$ cat src/rtl/elevator_call_scheduler.sv
// SCAN-policy call scheduler: latches floor calls and hands one target at a
// time to the car controller, holding a door dwell at each served floor.
module elevator_call_scheduler #(
    parameter int NUM_FLOORS   = 9,
    parameter int DWELL_CYCLES = 10000000
) (
    input  logic                  clk,
    input  logic                  rst,
    input  logic [NUM_FLOORS-1:0] call_req,
    input  logic [3:0]            current_floor,
    input  logic                  car_idle,
    output logic [3:0]            target_floor,
    output logic                  target_valid,
    output logic [NUM_FLOORS-1:0] pending,
    output logic                  dir_up,
    output logic                  door_open
);

    localparam int            CW         = $clog2(DWELL_CYCLES);
    localparam logic [CW-1:0] DWELL_LAST = CW'(DWELL_CYCLES - 1);

    localparam logic [1:0] IDLE       = 2'd0;
    localparam logic [1:0] SERVE_UP   = 2'd1;
    localparam logic [1:0] SERVE_DOWN = 2'd2;
    localparam logic [1:0] DWELL      = 2'd3;

    logic [1:0]            state, state_d;
    logic [CW-1:0]         dwell_cnt, dwell_cnt_d;
    logic [NUM_FLOORS-1:0] pending_d, cur_mask, set_mask, clr_mask;
    logic [3:0]            target_floor_d, above, below, up_dist, down_dist;
    logic                  target_valid_d, dir_up_d, door_open_d;
    logic                  floor_ok, here, above_found, below_found, arrived;
    logic                  enter_dwell, go_up, go_down, go_idle;

    // Nearest pending call on each side of the car, plus a one-hot of its floor.
    always_comb begin
        cur_mask    = '0;
        above       = '0;
        above_found = 1'b0;
        below       = '0;
        below_found = 1'b0;
        for (int f = NUM_FLOORS - 1; f >= 0; f--) begin
            if (pending[f] && 4'(f) > current_floor) begin
                above       = 4'(f);
                above_found = 1'b1;
            end
        end
        for (int f = 0; f < NUM_FLOORS; f++) begin
            if (4'(f) == current_floor) begin
                cur_mask[f] = 1'b1;
            end
            if (pending[f] && 4'(f) < current_floor) begin
                below       = 4'(f);
                below_found = 1'b1;
            end
        end
    end

    assign floor_ok  = {1'b0, current_floor} < 5'(NUM_FLOORS);
    assign here      = |(pending & cur_mask);
    assign up_dist   = above - current_floor;
    assign down_dist = current_floor - below;
    assign arrived   = car_idle && (current_floor == target_floor);

    always_comb begin
        state_d        = state;
        dwell_cnt_d    = dwell_cnt;
        target_floor_d = target_floor;
        target_valid_d = target_valid;
        dir_up_d       = dir_up;
        door_open_d    = door_open;
        set_mask       = call_req;
        clr_mask       = '0;
        enter_dwell    = 1'b0;
        go_up          = 1'b0;
        go_down        = 1'b0;
        go_idle        = 1'b0;
        pending_d      = pending;

        case (state)
            IDLE: begin
                target_floor_d = current_floor;
                if (here && car_idle) begin
                    enter_dwell = 1'b1;
                end else if (above_found && (!below_found || up_dist <= down_dist)) begin
                    go_up = 1'b1;
                end else if (below_found) begin
                    go_down = 1'b1;
                end
            end
            SERVE_UP: begin
                if (arrived)          enter_dwell = 1'b1;
                else if (above_found) target_floor_d = above;
                else if (below_found) go_down = 1'b1;
                else                  go_idle = 1'b1;
            end
            SERVE_DOWN: begin
                if (arrived)          enter_dwell = 1'b1;
                else if (below_found) target_floor_d = below;
                else if (above_found) go_up = 1'b1;
                else                  go_idle = 1'b1;
            end
            default: begin
                // A press of the floor we are standing at just holds the doors.
                set_mask = call_req & ~cur_mask;
                if (|(call_req & cur_mask)) begin
                    dwell_cnt_d = '0;
                end else if (dwell_cnt == DWELL_LAST) begin
                    door_open_d = 1'b0;
                    if (dir_up) begin
                        if (above_found)      go_up   = 1'b1;
                        else if (below_found) go_down = 1'b1;
                        else                  go_idle = 1'b1;
                    end else begin
                        if (below_found)      go_down = 1'b1;
                        else if (above_found) go_up   = 1'b1;
                        else                  go_idle = 1'b1;
                    end
                end else begin
                    dwell_cnt_d = dwell_cnt + CW'(1);
                end
            end
        endcase

        if (enter_dwell) begin
            state_d        = DWELL;
            door_open_d    = 1'b1;
            target_valid_d = 1'b0;
            target_floor_d = current_floor;
            dwell_cnt_d    = '0;
            clr_mask       = cur_mask;
        end
        if (go_up) begin
            state_d        = SERVE_UP;
            dir_up_d       = 1'b1;
            target_valid_d = 1'b1;
            target_floor_d = above;
        end
        if (go_down) begin
            state_d        = SERVE_DOWN;
            dir_up_d       = 1'b0;
            target_valid_d = 1'b1;
            target_floor_d = below;
        end
        if (go_idle) begin
            state_d        = IDLE;
            target_valid_d = 1'b0;
            target_floor_d = current_floor;
        end

        // Clearing after setting makes an arrival-edge press of that floor vanish.
        pending_d = (pending | set_mask) & ~clr_mask;
    end

    always_ff @(posedge clk) begin
        if (rst) begin
            state        <= IDLE;
            dwell_cnt    <= '0;
            pending      <= '0;
            target_floor <= '0;
            target_valid <= 1'b0;
            dir_up       <= 1'b1;
            door_open    <= 1'b0;
        end else if (floor_ok) begin
            state        <= state_d;
            dwell_cnt    <= dwell_cnt_d;
            pending      <= pending_d;
            target_floor <= target_floor_d;
            target_valid <= target_valid_d;
            dir_up       <= dir_up_d;
            door_open    <= door_open_d;
        end
    end

endmodule

$ cat config.mk
export PLATFORM = sky130hd
export DESIGN_NAME = elevator_call_scheduler
export DESIGN_NICKNAME = d
export VERILOG_FILES = /design/src/rtl/elevator_call_scheduler.sv
export SDC_FILE = /design/constraint.sdc
export NUM_CORES = 1
export LEC_CHECK = 0
export CAP_MARGIN = 0
export CORE_MARGIN = 2
export CORE_UTILIZATION = 60
export CTS_CLUSTER_DIAMETER = 60
export CTS_CLUSTER_SIZE = 20
export DETAILED_ROUTE_END_ITERATION = 10
export PLACE_DENSITY = 0.81
export SLEW_MARGIN = 20
export SYNTH_ARGS = -nofsm -noshare
export SYNTH_HDL_FRONTEND = slang
export SYNTH_SLANG_ARGS = --single-unit
$ cat constraint.sdc
create_clock -name clk -period 11.58 [get_ports clk]
set_clock_uncertainty 0.2 [all_clocks]
set_input_delay 1.158 -clock clk [delete_from_list [all_inputs] [get_ports clk]]
set_output_delay 1.158 -clock clk [all_outputs]
set_load 0.05 [all_outputs]
==> metrics, run 1 <==
outcome complete, no violations; slew margin rel. 0.367; vias in the first global route 3218; CTS Root Cell clkbuf_8; post-synth cell types 73; Worst Path Required 11.52 ns; crit path DAT 6.04 ns; port bufs 31; Most Crowded Layer GR met2; Hold Startpoint target_valid; Post-Syn Area 3460 um^2; first-pass GRT wire length 15.7 mm; Hold Buf Count CTS 0; DP HPWL 6.78 mm; standard-cell row count 27; post-cts sizing count 0; CP max FO 34; Async S/R FF share, synth 0; Tot GR Track Use 0.305; Initial DRC Count 388; Max Slew Vio Count 0; clock buffer count from CTS 5; Pint 0.318 mW; minimum clock period after layout 6.10 ns; Leak Pwr 1.38 nW; syn nets 475; met3 Use GR 0.0588; largest net degree at the start of global routing 52; MaxCap Viol Count 0; number of synthesized flops with an enable pin 0; most common cell after layout, fill and taps aside nor2_1; crit path launch current_floor[2]; die area 6400 um^2; unrepaired setup endpoints after global routing false; Die Span Y 80.0 um; Clk pin slew, worst setup/hold paths 0.07 ns; CTS tree yes; Tcrit/Tclk final 0.527; global routing usage on met1 0.425; PwrDens 140 nW/um^2; Seq cells post-synth 42; Clock Latency Late Sink 0.30 ns; final instance area 3860 um^2; Hold WC Path Type reg -> reg; most frequent cells in the layout nor2_1, dfxtp_1, o21ai_0, clkdlybuf4s50_1, a21oi_1; Final nets 492; Sink Count 42; gr ovfl total 0; fillcell total 481; Reg-to-Reg Start pending[4]; vias per cell 6.64; Hold Worst Slack 0.305 ns; R2R depth 17; # DRC 0; Worst VDD drop 0.0000941 V; gpl congestion 0.923; main flop type after synthesis dfxtp_1; Comb pwr share 0.471; r2r setup slk 6.60 ns; number of diodes 0; critical path endpoint target_floor[0]; Hold Vio Cnt, Final 0; switch share 0.414; CTS Buffer Depth 2; die span in x 80.0 um; CORE AREA 5540 um^2; setup TNS 0 ns; WL final 9.35 mm; Post-DRT Antenna Nets 0; Seq pwr share 0.314; # setup viols final 0; Syn Inst Count 442; fin cells 532; share of layout cells above drive strength 1 0.0609; CP Class in -> reg; vias 3530; crit start category input port; Worst-Margin Slew 0.942 ns; Cell Area, Placed 3750 um^2; H-Tree Depth 2; routed len/inst 17.6 um; Sw Pwr 0.224 mW; Starting Density 0.625; io pins 32; initial antenna violation count 0; RR Endpoint target_floor[0]; sequential element share of the synthesized area 0.243; TritonRoute pass-1 iters 5; GR Util met2 0.478; fmax 164 MHz; Crit. End Element flop; clock power share 0.216; placed insts 524; Syn Area/Cell 7.84 um^2; Ys Warns 0; Area Overhead vs Synth 11.3%; number of post-CTS setup repair buffers 0
-- cell usage after synthesis, types with 10 or more instances --
cell type	number	area, um^2
inv_1	21	78.8
a31oi_1	10	62.6
nor2_1	52	195
nor3_1	12	60.1
o21ai_0	36	180
nand3_1	13	65.1
xnor2_1	17	149
a21oi_1	28	140
ha_1	15	188
a211oi_1	10	75.1
nand2_1	20	75.1
nand3b_1	10	75.1
dfxtp_1	42	841
clkbuf_1	10	37.5
-- routing by layer --
metal  part of all wire  vias up
li1                   -     1667
met1               0.45     1634
met2               0.44      204
met3              0.088       25
met4              0.020        0
met5                  0        -
-- critical path, cell delays in order --
cell             delay, ns
clkdlybuf4s50_1       0.47
buf_4                 0.34
inv_1                 0.25
and2_1                0.21
a2111oi_0             0.38
nor3_1                0.15
ha_1                  0.20
inv_1                 0.08
fa_1                  0.42
ha_1                  0.31
nor2b_1               0.13
o211a_1               0.19
o21ai_0               0.32
nor2_1                0.11
or4_1                 0.58
nand3_4               0.17
o21ai_4               0.12
a2111oi_4             0.34
nor3_1                0.08
-- registers in the layout, summed over array words and instances (netlist names) --
| signal | count |
|---|---|
| dwell_cnt | 24 |
| pending | 9 |
| target_floor | 4 |
| state | 2 |
| dir_up | 1 |
| door_open | 1 |
| target_valid | 1 |
-- worst min-delay path by stage --
stage / to / slack, ns / depth (start not counted)
3_5_place_dp: dwell_cnt[6] / 0.30 / 2
3_3_place_gp: dwell_cnt[20] / 0.27 / 2
5_1_grt: dwell_cnt[22] / 0.34 / 2
2_1_floorplan: dwell_cnt[20] / 0.26 / 2
6_report: target_valid / 0.31 / 2
4_1_cts: dwell_cnt[6] / 0.31 / 2
-- power groups by stage --
stage / Clock, mW / Sequential, mW / Combinational (mW)
floorplan: 0 / 0.202 / 0.158
global placement: 0 / 0.173 / 0.249
detailed placement: 0 / 0.173 / 0.249
CTS: 0.118 / 0.170 / 0.251
global route: 0.125 / 0.172 / 0.277
finish: 0.117 / 0.170 / 0.255
-- cells by family (layout without fill, tap and decap cells) --
| kind of cell | count (synthesis) | count (layout) | synth area share |
|---|---|---|---|
| fa+ha+maj | 17 | 17 | 0.0657 |
| xor+xnor | 24 | 24 | 0.0607 |
| mux | 6 | 6 | 0.0173 |
| flops | 42 | 42 | 0.243 |
| buf+inv | 46 | 64 | 0.0628 |
| compound gates | 138 | 138 | 0.279 |
| simple gates | 169 | 169 | 0.272 |
-- metrics by stage --
step                setup slack [ns]  utilization  power, mW
CTS                             5.04        0.697      0.539
finish                          5.48        0.696      0.542
global route                    5.28        0.696      0.574
detailed placement              4.74        0.677      0.422
floorplan                       6.06            -      0.360
global placement                4.81        0.677      0.422
-- layout make-up --
class	count	area, um^2	area share
Clock buffer	6	72.6	0.0188
Timing Repair Buffer	34	328	0.0850
Sequential cell	42	841	0.218
Tap cell	72	90.1	0.0234
Multi-Input combinational cell	354	2410	0.624
Clock inverter	2	37.5	0.00973
Inverter	22	82.6	0.0214
(Power assumes the default switching activity.)
==> run 2: changes to the inputs <==
--- a/config.mk
+++ b/config.mk
@@ -7,11 +7,11 @@
 export LEC_CHECK = 0
 export CAP_MARGIN = 0
 export CORE_MARGIN = 2
-export CORE_UTILIZATION = 60
+export CORE_UTILIZATION = 58
 export CTS_CLUSTER_DIAMETER = 60
 export CTS_CLUSTER_SIZE = 20
 export DETAILED_ROUTE_END_ITERATION = 10
-export PLACE_DENSITY = 0.81
+export PLACE_DENSITY = 0.78
 export SLEW_MARGIN = 20
 export SYNTH_ARGS = -nofsm -noshare
 export SYNTH_HDL_FRONTEND = slang
==> constraint.sdc (replaced) <==
create_clock -name clk -period 5.8 [get_ports clk]
set_clock_uncertainty 0.2 [all_clocks]
set_input_delay 0.58 -clock clk [delete_from_list [all_inputs] [get_ports clk]]
set_output_delay 0.58 -clock clk [all_outputs]
set_load 0.05 [all_outputs]
==> metrics, run 2 (synthesis results as in run 1) <==
Starting Density 0.592 (-0.0332); minimum clock period after layout 5.43 ns; r2r setup slk 0.80 ns (-5.80 ns); Area Overhead vs Synth 14.6%; gr ovfl total 0 (unchanged); CP max stage cell or4b_2; Final nets 503 (+2.2%); WHS Path Cells 2 (unchanged); initial antenna violation count 0 (unchanged); Die Span Y 81.3 um (+1.6%); WL final 10.2 mm (+9.5%); most frequent cells in the layout nor2_1, dfxtp_1, o21ai_0, clkdlybuf4s50_1, a21oi_1; slew margin rel. 0.369 (+0.00200); Clock Latency Late Sink 0.31 ns (about the same); CP bufs+invs 2 (-2); Initial DRC Count 432 (+11%); unrepaired setup endpoints after global routing false; # DRC 0 (unchanged); Hold Worst Slack 0.319 ns (+0.0137 ns); CTS Buffer Depth 2 (unchanged); DP HPWL 7.52 mm (+11%); clock buffer count from CTS 5 (unchanged); TritonRoute pass-1 iters 5 (unchanged); gpl congestion 0.999 (+8.2%); fmax 184 MHz; most common cell after layout, fill and taps aside nor2_1; Crit. End Element flop; Leak Pwr 1.44 nW (+4.6%); Hold Buf Count CTS 0 (unchanged); setup ws final 0.374 ns (-5.10 ns); vias per cell 6.66 (+0.39%); outcome complete, no violations; standard-cell row count 28 (+3.7%); Worst-Margin Slew 0.944 ns (+0.00272 ns); io pins 32 (unchanged); Tot GR Track Use 0.323 (+0.0184); CTS tree yes; CP Class in -> reg; share of layout cells above drive strength 1 0.0828 (+0.0219); # setup viols final 0 (unchanged); Sink Count 42 (unchanged); R2R depth 17 (unchanged); post-cts sizing count 0 (unchanged); MaxCap Viol Count 0 (unchanged); CORE AREA 5850 um^2 (+5.6%); most frequent cell on the critical path nor2_1; Worst VDD drop 0.000220 V (+130%); Hold Vio Cnt, Final 0 (unchanged); CTS Root Cell clkbuf_8; Max Slew Vio Count 0 (unchanged); CP max FO 8 (-76%); Top delay family on crit path simple AND/OR/NAND/NOR gates; vias 3637 (+3.0%); top flop regs dwell_cnt (24), pending (9), target_floor (4); Post-DRT Antenna Nets 0 (unchanged); PwrDens 281 nW/um^2 (+100%); crit start category input port; fillcell total 495 (+2.9%); Hold Startpoint dwell_cnt[6]; Worst Path Required 5.76 ns (-5.76 ns); Reg-to-Reg Start pending[1]; routed len/inst 18.7 um (+6.7%); Clk pin slew, worst setup/hold paths 0.09 ns (+0.02 ns); largest net degree at the start of global routing 51 (-1.9%); first-pass GRT wire length 16.5 mm (+5.3%); Cell Area, Placed 3850 um^2 (+2.6%); worst path cell trace clkdlybuf4s50_1 > or4b_2 > nor2_1 > nor2_1 > o21ai_0 > inv_1 > ha_1 > a21oi_1 > xnor2_1 > ha_1 > a21o_1 > o21ai_0 > nor2_1 > or4_1 > nand3_4 > o21ai_4 > a2111oi_4 > nor3_1; die span in x 81.3 um (+1.6%); Worst path max stage delay 0.75 ns (+0.17 ns); crit path DAT 5.39 ns (-0.65 ns); fin cells 546 (+2.6%); sequential standard cell area 841 um^2 (unchanged); Post-Place Worst Slack 0.174 ns (-4.56 ns); die area 6610 um^2 (+3.3%); setup TNS 0 ns (unchanged); number of post-CTS setup repair buffers 0 (unchanged); placed insts 538 (+2.7%); area occupied by multi-input gates 2410 um^2 (unchanged); worst-case hold path end point dwell_cnt[6]; final instance area 3970 um^2 (+2.9%); vias in the first global route 3399 (+5.6%); number of diodes 0 (unchanged); port bufs 31 (unchanged); Hold WC Path Type reg -> reg; Top reg by flops dwell_cnt; Tcrit/Tclk final 0.936; Largest register FFs 24 (unchanged); H-Tree Depth 2 (unchanged); RR Endpoint target_floor[0]
[run 2: changes by cell type in the layout (fill, tap and decap cells not counted)]
cell | before | now
buf_12 | 0 | 1
clkbuf_1 | 1 | 0
buf_2 | 1 | 0
inv_8 | 0 | 1
clkdlybuf4s50_1 | 30 | 31
buf_4 | 3 | 13
[run 2: cell type report]
cell class / count / area share
Clock inverter: 3 / 0.0123
Timing Repair Buffer: 45 / 0.108
Multi-Input combinational cell: 354 / 0.606
Inverter: 22 / 0.0208
Tap cell: 75 / 0.0236
Sequential cell: 42 / 0.212
Clock buffer: 5 / 0.0173
[run 2: worst register-to-register path: stages, from the launching register on]
cell and delay [ns]:
dfxtp_1 0.43, or4b_2 0.68, nor2_1 0.28, nor2_1 0.12, o21ai_0 0.17, inv_1 0.11
ha_1 0.34, a21oi_1 0.22, xnor2_1 0.13, ha_1 0.35, a21o_1 0.19, o21ai_0 0.25
nor2_1 0.11, or4_1 0.59, nand3_4 0.17, o21ai_4 0.12, a2111oi_4 0.33, nor3_1 0.08
[run 2: where the power goes]
part / switching (mW) / internal [mW] / total, mW
clock: 0.120 / 0.131 / 0.252
sequential: 0.0296 / 0.312 / 0.341
combinational: 0.322 / 0.201 / 0.523
total: 0.472 / 0.644 / 1.12
[run 2: worst max path at each step]
stage,startpoint,end,slack [ns],depth (start not counted)
after floorplan,current_floor[2],target_floor[0],0.86,20
after global placement,current_floor[2],target_floor[0],0.24,17
after detailed placement,current_floor[0],target_floor[0],0.17,17
after CTS,current_floor[0],target_floor[0],0.48,17
after global routing,current_floor[2],target_floor[0],0.23,18
final,current_floor[2],target_floor[0],0.37,18
[run 2: per-layer routing]
layer,GRT usage,wire length (um),up-vias
li1,-,-,1691
met1,0.432,4320,1657
met2,0.502,4550,239
met3,0.0556,936,50
met4,0.154,427,0
met5,0,0,-
[run 2: per-stage QoR]
stage / util / total power [mW]
3_5_place_dp: 0.658 / 0.853
5_1_grt: 0.678 / 1.17
6_report: 0.678 / 1.12
3_3_place_gp: 0.658 / 0.846
4_1_cts: 0.678 / 1.11
2_1_floorplan: - / 0.719
==> run 3: changes to the inputs <==
--- a/config.mk
+++ b/config.mk
@@ -9,7 +9,7 @@
 export CORE_MARGIN = 2
 export CORE_UTILIZATION = 58
 export CTS_CLUSTER_DIAMETER = 60
-export CTS_CLUSTER_SIZE = 20
+export CTS_CLUSTER_SIZE = 8
 export DETAILED_ROUTE_END_ITERATION = 10
 export PLACE_DENSITY = 0.78
 export SLEW_MARGIN = 20
==> results of run 3 <==
The final DEF is identical to that of run 2; final timing and power are the same.
